## src/rtl/pdp8l_iop_pkg.sv

```systemverilog
// Shared types and constants for the PDP-8/L IOT pulse arbiter.
// FSM state encoding, status bit positions, IOT opcode base.
package pdp8l_iop_pkg;

    typedef enum logic [2:0] {
        ST_IDLE    = 3'd0,
        ST_SETTLE  = 3'd1,
        ST_START   = 3'd2,
        ST_COLLECT = 3'd3,
        ST_HOLD    = 3'd4,
        ST_STOP    = 3'd5,
        ST_GAP     = 3'd6
    } iop_state_t;

    localparam int STAT_CONFLICT = 31;
    localparam int STAT_TIMEOUT  = 30;
    localparam int STAT_CNT_LSB  = 8;
    localparam int STAT_SLOT_LSB = 4;

    localparam logic [11:0] IOT_BASE = 12'o6000;

endpackage

```

## src/rtl/pdp8l_iop_merge.sv

```systemverilog
// Combinational merge of per-slot device returns.
// Ports: i_data/i_acclr/i_ioskip/i_intrq per slot in;
//        o_data/o_acclr/o_ioskip/o_intany/o_conflict merged out;
//        o_intslot (PDP8L_IOP_INTPRIO_EN only) lowest requesting slot.
module pdp8l_iop_merge
    import pdp8l_iop_pkg::*;
#(
    parameter int NDEV = 4
) (
    input  logic [12*NDEV-1:0] i_data,
    input  logic [NDEV-1:0]    i_acclr,
    input  logic [NDEV-1:0]    i_ioskip,
    input  logic [NDEV-1:0]    i_intrq,
    output logic [11:0]        o_data,
    output logic               o_acclr,
    output logic               o_ioskip,
    output logic               o_intany,
    output logic               o_conflict
`ifdef PDP8L_IOP_INTPRIO_EN
    ,
    output logic [3:0]         o_intslot
`endif
);

    logic w_one;
    logic w_many;

    // w_one/w_many form a saturating "how many slots drive data" count.
    always_comb begin
        o_data = '0;
        w_one  = 1'b0;
        w_many = 1'b0;
        for (int k = 0; k < NDEV; k++) begin
            o_data = o_data | i_data[12*k +: 12];
            if (|i_data[12*k +: 12]) begin
                w_many = w_many | w_one;
                w_one  = 1'b1;
            end
        end
    end

    assign o_acclr    = |i_acclr;
    assign o_ioskip   = |i_ioskip;
    assign o_intany   = |i_intrq;
    assign o_conflict = w_many;

`ifdef PDP8L_IOP_INTPRIO_EN
    // Scan high to low so the lowest-numbered slot wins.
    always_comb begin
        o_intslot = 4'hF;
        for (int k = NDEV - 1; k >= 0; k--) begin
            if (i_intrq[k]) o_intslot = 4'(k);
        end
    end
`endif

endmodule

```

## src/rtl/pdp8l_iop_arbiter.sv

```systemverilog
// Sequences each IOT into one iopstart/iopstop pair, merges device returns.
// Ports: CLOCK/RESET/BINIT, CPU IOT in, iopstart/iopstop/ioopcode out,
//        per-slot dev_* in, merged CPU return out, status/status_clr.
// Optional: PDP8L_IOP_INTPRIO_EN adds intslot and status[7:4].
module pdp8l_iop_arbiter
    import pdp8l_iop_pkg::*;
#(
    parameter int NDEV    = 4,
    parameter int SETTLE  = 3,
    parameter int GAP     = 2,
    parameter int TIMEOUT = 4095
) (
    input  logic               CLOCK,
    input  logic               RESET,
    input  logic               BINIT,
    input  logic               iot_active,
    input  logic [11:0]        ioopcode_in,
    output logic               iopstart,
    output logic               iopstop,
    output logic [11:0]        ioopcode,
    input  logic [12*NDEV-1:0] dev_devtocpu,
    input  logic [NDEV-1:0]    dev_acclr,
    input  logic [NDEV-1:0]    dev_ioskip,
    input  logic [NDEV-1:0]    dev_intrq,
    output logic [11:0]        devtocpu,
    output logic               AC_CLEAR,
    output logic               IO_SKIP,
    output logic               INT_RQST,
`ifdef PDP8L_IOP_INTPRIO_EN
    output logic [3:0]         intslot,
`endif
    output logic [31:0]        status,
    input  logic               status_clr
);

    iop_state_t  r_state;
    iop_state_t  w_next;
    logic [7:0]  r_cnt;
    logic [7:0]  w_cnt_nx;
    logic [11:0] r_hcnt;
    logic [11:0] w_hcnt_nx;
    logic [11:0] r_prev;
    logic [11:0] r_op;
    logic [11:0] r_data;
    logic        r_ac;
    logic        r_sk;
    logic        r_int;
    logic        r_conf;
    logic        r_tmo;
    logic [7:0]  r_ccnt;
    logic        w_latch;
    logic        w_capture;
    logic        w_clear;
    logic        w_tmo;
    logic [11:0] w_data;
    logic        w_acclr;
    logic        w_ioskip;
    logic        w_intany;
    logic        w_conflict;
    logic [3:0]  w_slot_bits;

`ifdef PDP8L_IOP_INTPRIO_EN
    logic [3:0]  w_intslot;
    logic [3:0]  r_slot;
`endif

    pdp8l_iop_merge #(.NDEV(NDEV)) u_merge (
        .i_data     (dev_devtocpu),
        .i_acclr    (dev_acclr),
        .i_ioskip   (dev_ioskip),
        .i_intrq    (dev_intrq),
        .o_data     (w_data),
        .o_acclr    (w_acclr),
        .o_ioskip   (w_ioskip),
        .o_intany   (w_intany),
        .o_conflict (w_conflict)
`ifdef PDP8L_IOP_INTPRIO_EN
        ,
        .o_intslot  (w_intslot)
`endif
    );

    always_comb begin
        w_next    = r_state;
        w_cnt_nx  = r_cnt;
        w_hcnt_nx = r_hcnt;
        w_latch   = 1'b0;
        w_capture = 1'b0;
        w_clear   = 1'b0;
        w_tmo     = 1'b0;
        unique case (r_state)
            ST_IDLE: begin
                if (iot_active) begin
                    w_next   = ST_SETTLE;
                    w_cnt_nx = '0;
                end
            end
            ST_SETTLE: begin
                // r_prev holds last cycle's opcode; any change restarts.
                if (!iot_active) begin
                    w_next = ST_IDLE;
                end else if (ioopcode_in != r_prev) begin
                    w_cnt_nx = '0;
                end else if (r_cnt == 8'(SETTLE - 1)) begin
                    w_next  = ST_START;
                    w_latch = 1'b1;
                end else begin
                    w_cnt_nx = r_cnt + 8'd1;
                end
            end
            ST_START: begin
                w_next = ST_COLLECT;
            end
            ST_COLLECT: begin
                w_next    = ST_HOLD;
                w_capture = 1'b1;
                w_hcnt_nx = 12'd1;
            end
            ST_HOLD: begin
                // Returns drop on the edge that raises iopstop.
                if (!iot_active) begin
                    w_next  = ST_STOP;
                    w_clear = 1'b1;
                end else if (r_hcnt == 12'(TIMEOUT)) begin
                    w_next  = ST_STOP;
                    w_clear = 1'b1;
                    w_tmo   = 1'b1;
                end else begin
                    w_hcnt_nx = r_hcnt + 12'd1;
                end
            end
            ST_STOP: begin
                w_next   = ST_GAP;
                w_cnt_nx = '0;
            end
            ST_GAP: begin
                if (r_cnt == 8'(GAP - 1)) begin
                    w_next   = iot_active ? ST_SETTLE : ST_IDLE;
                    w_cnt_nx = '0;
                end else begin
                    w_cnt_nx = r_cnt + 8'd1;
                end
            end
            default: begin
                w_next = ST_IDLE;
            end
        endcase
    end

    always_ff @(posedge CLOCK) begin
        if (RESET || BINIT) begin
            r_state <= ST_IDLE;
            r_cnt   <= '0;
            r_hcnt  <= '0;
            r_prev  <= '0;
            r_op    <= '0;
            r_data  <= '0;
            r_ac    <= 1'b0;
            r_sk    <= 1'b0;
            r_int   <= 1'b0;
        end else begin
            r_state <= w_next;
            r_cnt   <= w_cnt_nx;
            r_hcnt  <= w_hcnt_nx;
            r_prev  <= ioopcode_in;
            r_int   <= w_intany;
            if (w_latch) r_op <= ioopcode_in;
            if (w_capture) begin
                r_data <= w_data;
                r_ac   <= w_acclr;
                r_sk   <= w_ioskip;
            end else if (w_clear) begin
                r_data <= '0;
                r_ac   <= 1'b0;
                r_sk   <= 1'b0;
            end
        end
    end

    // Status survives BINIT; a same-cycle event beats status_clr.
    always_ff @(posedge CLOCK) begin
        if (RESET) begin
            r_conf <= 1'b0;
            r_tmo  <= 1'b0;
            r_ccnt <= '0;
        end else begin
            if (status_clr) begin
                r_conf <= 1'b0;
                r_tmo  <= 1'b0;
                r_ccnt <= '0;
            end
            if (w_capture && w_conflict && !BINIT) begin
                r_conf <= 1'b1;
                if (status_clr)          r_ccnt <= 8'd1;
                else if (r_ccnt != 8'hFF) r_ccnt <= r_ccnt + 8'd1;
            end
            if (w_tmo && !BINIT) r_tmo <= 1'b1;
        end
    end

`ifdef PDP8L_IOP_INTPRIO_EN
    always_ff @(posedge CLOCK) begin
        if (RESET || BINIT) r_slot <= 4'hF;
        else                r_slot <= w_intslot;
    end
    assign intslot     = r_slot;
    assign w_slot_bits = r_slot;
`else
    assign w_slot_bits = 4'h0;
`endif

    assign iopstart = (r_state == ST_START);
    assign iopstop  = (r_state == ST_STOP);
    assign ioopcode = r_op;
    assign devtocpu = r_data;
    assign AC_CLEAR = r_ac;
    assign IO_SKIP  = r_sk;
    assign INT_RQST = r_int;
    assign status   = {r_conf, r_tmo, 14'b0, r_ccnt,
                       w_slot_bits, 1'b0, r_state};

endmodule

```

## config.mk

```make
export PLATFORM = sky130hd
export DESIGN_NAME = pdp8l_iop_arbiter
export DESIGN_NICKNAME = d
export VERILOG_FILES = /design/src/rtl/pdp8l_iop_pkg.sv /design/src/rtl/pdp8l_iop_merge.sv /design/src/rtl/pdp8l_iop_arbiter.sv
export SDC_FILE = /design/constraint.sdc
export NUM_CORES = 1
export LEC_CHECK = 0
export BUFFER_PORTS_ARGS = -buffer_cell sky130_fd_sc_hd__buf_2
export CAP_MARGIN = 20
export CORE_UTILIZATION = 40
export DETAILED_ROUTE_END_ITERATION = 10
export GPL_TIMING_DRIVEN = 0
export PLACE_DENSITY = 0.74
export SYNTH_ARGS = -nofsm -noshare
export SYNTH_HDL_FRONTEND = slang
export SYNTH_SLANG_ARGS = --single-unit
export TNS_END_PERCENT = 10
```

## constraint.sdc

```tcl
create_clock -name CLOCK -period 3.15 [get_ports CLOCK]
set_clock_uncertainty 0.1 [all_clocks]
set_input_delay 0.63 -clock CLOCK [delete_from_list [all_inputs] [get_ports CLOCK]]
set_output_delay 0.63 -clock CLOCK [all_outputs]
set_load 0.05 [all_outputs]
```

-- Yosys cells after proc, flatten, opt, wreduce, memory -nomap -nowiden
Index checks and enable logic that the tools add are counted.
- output and inout port bits: 61
- bits in registers: 72
- logic and storage cells: 107
- input port bits: 77
- add/sub/neg operators: 3
- bitwise operators: 5
- muxes and demuxes: 46
- equal/unequal tests: 20
- reduce and logical (&&, ||, !) cells: 21
- operators with widths (kind ; count):
    2-to-1 mux 8 bit ; 9
    2-to-1 mux 12 bit ; 4
    OR reduction 12 bit ; 4
    bitwise OR 12 bit ; 3
    case mux 8 bit (4 select lines) ; 1
    case mux 12 bit (2 select lines) ; 1
    2-to-1 mux 1 bit ; 23
    2-to-1 mux 3 bit ; 7
    case mux 3 bit (7 select lines) ; 1
    adder 8 x 1 -> 8 bit (second input constant) ; 2
    adder 12 x 1 -> 12 bit (second input constant) ; 1
    equality test 12 bit (second input constant) ; 1
    != test 12 bit ; 1
    != test 3 bit (second input constant) ; 4
    OR reduction 4 bit ; 3
    != test 2 bit (second input constant) ; 5
    equality test 3 bit (second input constant) ; 3
    equality test 8 x 1 -> 1 bit (second input constant) ; 1
    equality test 8 x 2 -> 1 bit (second input constant) ; 1
    != test 8 bit (second input constant) ; 1
    nonzero test 2 bit ; 4
    equality test 3 x 2 -> 1 bit (second input constant) ; 2
    AND reduction 5 bit ; 1
    AND reduction 4 bit ; 1
    8 further kinds ; 11

-- Logic depth before layout (Yosys ltp)
- depth after elaboration: 10
- depth in mapped cells: 8
- mapped depth without buffers: 7

-- Cells and area by module
From an unflattened synthesis, not the netlist that was laid out.
- cells, all modules: 387
- area total of the unflattened synthesis: 3472.1 um^2
- by module, submodules not included (module ; area an instance (um^2) ; cells an instance ; seq. area each (um^2) ; times used):
    pdp8l_iop_arbiter ; 3244.4 ; 353 ; 1441.4 ; 1
    pdp8l_iop_merge ; 227.7 ; 34 ; 0.0 ; 1

-- Worst setup path after synthesis
Ideal clock, no wire load.
- kind: register to output
- start point: register r_state[1]
- end point: output iopstart
- arrival: 1579 ps
- stages on the path, launching flop included: 3
- path slack: 841 ps
- data required time: 2420 ps
- cell sequence: dfxtp_1 > nand2b_1 > nor2_1
- word-level cells in the longest chain between the ends: 1
- ends and longest elaborated chain (element ; line ; RTL):
    from (decl) ; pdp8l_iop_arbiter.sv:36 ; iop_state_t r_state;
    from (signal assigned) ; pdp8l_iop_arbiter.sv:162 ; r_state <= w_next;
    equality test 3 x 2 -> 1 bit ; pdp8l_iop_arbiter.sv:212 ; assign iopstart = (r_state == ST_START);
    to (decl) ; pdp8l_iop_arbiter.sv:18 ; output logic iopstart,
No other way between the ends.

-- Worst setup path after layout
- start point: register r_state[2]
- end point: output iopstop
- word-level cells in the longest chain between the ends: 1
- ends and longest elaborated chain (element ; line ; RTL):
    equality test 3 bit ; pdp8l_iop_arbiter.sv:213 ; assign iopstop = (r_state == ST_STOP);
    to (decl) ; pdp8l_iop_arbiter.sv:19 ; output logic iopstop,
No other way between the ends.

==> results.md <==
* Worst Max-Slew Pin Slew at 0.577 ns
* Total CTS buffers at 9
* Routed Wire Length at 8820 um
* Starting Density at 41.7%
* Global-route track usage on met1 at 19.1%
* Nets@finish at 623
* Vias in the first global route at 3,210
* GRT Util Overall at 19.6%
* RD Place Congestion at 0.825
* Routed WL per cell at 13.5 um
* Skew-Pair Late Insertion Delay at 0.35 ns
* Max clock buf depth at 2
* Simple-Gate Fraction of Synth Area at 28.1%
* CTS Hold Bufs at 0
* Filler cells at 799
* Setup repair bufs after CTS at 0
* Syn-to-layout area delta at 28.5%
* Port bufs at 118
* Crit path capture type: primary output
* Gr ovfl total at 0
* Worst reg2reg startpoint: r_hcnt[0]
* Gr busiest metal: met2
* Rel. slew slack at 61.4%
* Predominant post-synthesis flop cell: dfxtp_1
* FF-to-FF End: devtocpu[9]
* Fin crit period at 2.29 ns
* Worst VDD drop at 0.000248 V
* Vias per cell at 5.18
* Synth Instances at 394
* Total negative slack at 0 ns
* Met3 Use GR at 5.88%
* Post-synth top cells: 72 x dfxtp_1, 35 x nor2_1, 31 x nand2_1
* Final Hold Fails at 0
* Die Span Y at 95.0 um
* Full die area at 9020 um^2
* Hold depth at 2
* Hold Path Class: flip-flop to flip-flop
* Die width at 95.0 um
* Row count at 33
* Post-route DRC at 0
* Worst R2R Path Depth at 8
* Share of cells above drive strength 1 at 30.2%
* Mean Syn Cell Area at 8.78 um^2
* Clock-pin slew on the worst setup and hold paths at 0.08 ns
* CP required at 2.42 ns
* Top cells by area, synth: dfxtp_1 42%, nor4_1 5.2%, buf_4 4.6%, xnor2_1 4.6%, nor2_1 3.8%
* Largest net degree at the start of global routing at 14
* I/O pin cnt at 138
* Max-Cap Viols at 0
* # clock sinks at 72
* Worst Path Max Fanout at 10
* Setup violators final at 0
* Pwr dens at 416 nW/um^2
* Adder-cell share of the synthesized area at 1.81%
* RSZ-0062 raised after global routing: no
* Hold worst-path end: devtocpu[3]
* Critical path data arrival time at 1.56 ns
* Xor and xnor area share after synthesis at 5.32%
* Hold Startpoint: devtocpu[3]
* Synthesis-stage register bit count at 72
* ANT cells at 0
* # resized after CTS at 0
* EDFF count, synth at 0
* Mux share of post-synthesis cell area at 3.76%
* Leak at 1.98 nW
* Drt pass-1 iters at 4
* Slew Viols, Final at 0
* Post-synthesis sequential area ratio at 41.7%
* FFs w/ async S/R, synth at 0%
* Cell with the most instances after synthesis: dfxtp_1
* Final WS setup at 0.857 ns
* Period utilization at 72.8%
* First-pass GRT wire length at 13,500 um
* R2R setup slack at 0.92 ns
* CTS tree: yes
* Largest family of logic cells by synthesized area: simple AND/OR/NAND/NOR gates
* Setup CP Type: flip-flop to primary output
* Final ANT Viol Nets at 0
* Status: finished, final reports clean
* Post-synth top area cell: dfxtp_1
* GR Layer Usage met2 at 38.2%
* CTS root buffer: clkbuf_8
* Synth warn at 0
* Max Fclk at 0.436 GHz
* Synthesized area at 3460 um^2
* Post-DP HPWL at 7040 um
* Initial drt markers at 160
* Overall via count from detail_route at 3,371
* CTS HTree Levels at 3
* Initial antenna violation count at 0
* Netlist cell types at 47
* Pre-CTS setup slack at 0.640 ns
* Type of origin of the critical path: flip-flop
* Synth Area in Compound Gates at 12.4%
* Area of the core at 8300 um^2
* Share of Yosys cell area claimed by the top area cell type at 41.7%
==> through the flow <==
| stage | hold slack, ns | cells | area (um^2) | total power [mW] | util, % |
|---|---|---|---|---|---|
| after detailed placement | 0.339 | 635 | 4250 | 1.14 | 51.2 |
| final | 0.352 | 651 | 4440 | 1.85 | 53.5 |
| after global placement | 0.332 | 635 | 4250 | 1.14 | 51.2 |
| after global routing | 0.380 | 651 | 4440 | 1.92 | 53.5 |
| after floorplan | 0.326 | 412 | 3530 | 1.06 | - |
| after CTS | 0.357 | 651 | 4440 | 1.87 | 53.5 |
==> cell type report <==
cell class	count	area, um^2	area share (%)
timing repair buffer	118	591	13.3
tap	105	131	2.96
multi-input combinational	301	1850	41.7
clock buffer	9	124	2.79
buffer	32	208	4.67
inverter	7	26.3	0.591
clock inverter	7	71.3	1.61
sequential	72	1440	32.4
==> where the power goes <==
| group | total, mW | switching, mW | internal (mW) |
|---|---|---|---|
| Clock | 0.722 | 0.357 | 0.365 |
| Combinational | 0.203 | 0.127 | 0.0760 |
| Sequential | 0.921 | 0.00425 | 0.917 |
==> sequential cells by signal, summed over array words and instances, names as in the netlist <==
signal    cells
devtocpu     12
r_conf        1
AC_CLEAR      1
ioopcode     12
INT_RQST      1
r_ccnt        8
r_hcnt       12
r_prev       12
r_tmo         1
r_cnt         8
r_state       3
IO_SKIP       1
==> critical path: stages (launching register included) <==
cell and delay (ns):
dfxtp_1 0.37, clkbuf_1 0.36, and3_1 0.22, buf_2 0.27
==> worst max path at each step <==
stage | startpoint | endpoint | depth (start not counted) | slack [ns]
global placement | ioopcode_in[6] | r_cnt[0] | 7 | 0.70
floorplan | r_state[1] | iopstart | 2 | 0.84
global route | r_hcnt[0] | devtocpu[8] | 8 | 0.72
finish | r_state[2] | iopstop | 3 | 0.86
detailed placement | dev_devtocpu[43] | r_ccnt[0] | 8 | 0.64
CTS | r_state[2] | iopstop | 3 | 0.86
==> cell families (layout without fill, tap and decap cells) <==
family / count (synthesis) / after routing
other: 1 / 19
adder cells (fa/ha/maj): 5 / 5
XOR/XNOR: 21 / 21
buffers and inverters: 39 / 173
multiplexers: 13 / 13
flip-flops: 72 / 72
AND/OR/NAND/NOR: 177 / 177
AO/OA/AOI/OAI: 66 / 66
==> layout by cell type, fill, tap and decap left out, types with 8 or more instances in the layout <==
cell type  netlist  layout
conb_1           1      19
dfxtp_1         72      72
buf_2            1     119
a21oi_1         12      12
and2_1          15      15
o21ai_0         25      25
and3_1           8       8
clkbuf_8         0       9
xnor2_1         18      18
nor2_1          35      35
nor3b_1          9       9
clkbuf_1         9       9
buf_4           21      21
mux2i_1         13      13
nor4_1          29      29
nand3_1         18      18
nand2_1         31      31
==> per-layer routing <==
| layer | wire (um) | vias to the layer above |
|---|---|---|
| li1 | - | 1674 |
| met1 | 3550 | 1541 |
| met4 | 113 | 0 |
| met3 | 662 | 11 |
| met5 | 0 | - |
| met2 | 4490 | 145 |
Power figures use the tool's default switching activity.
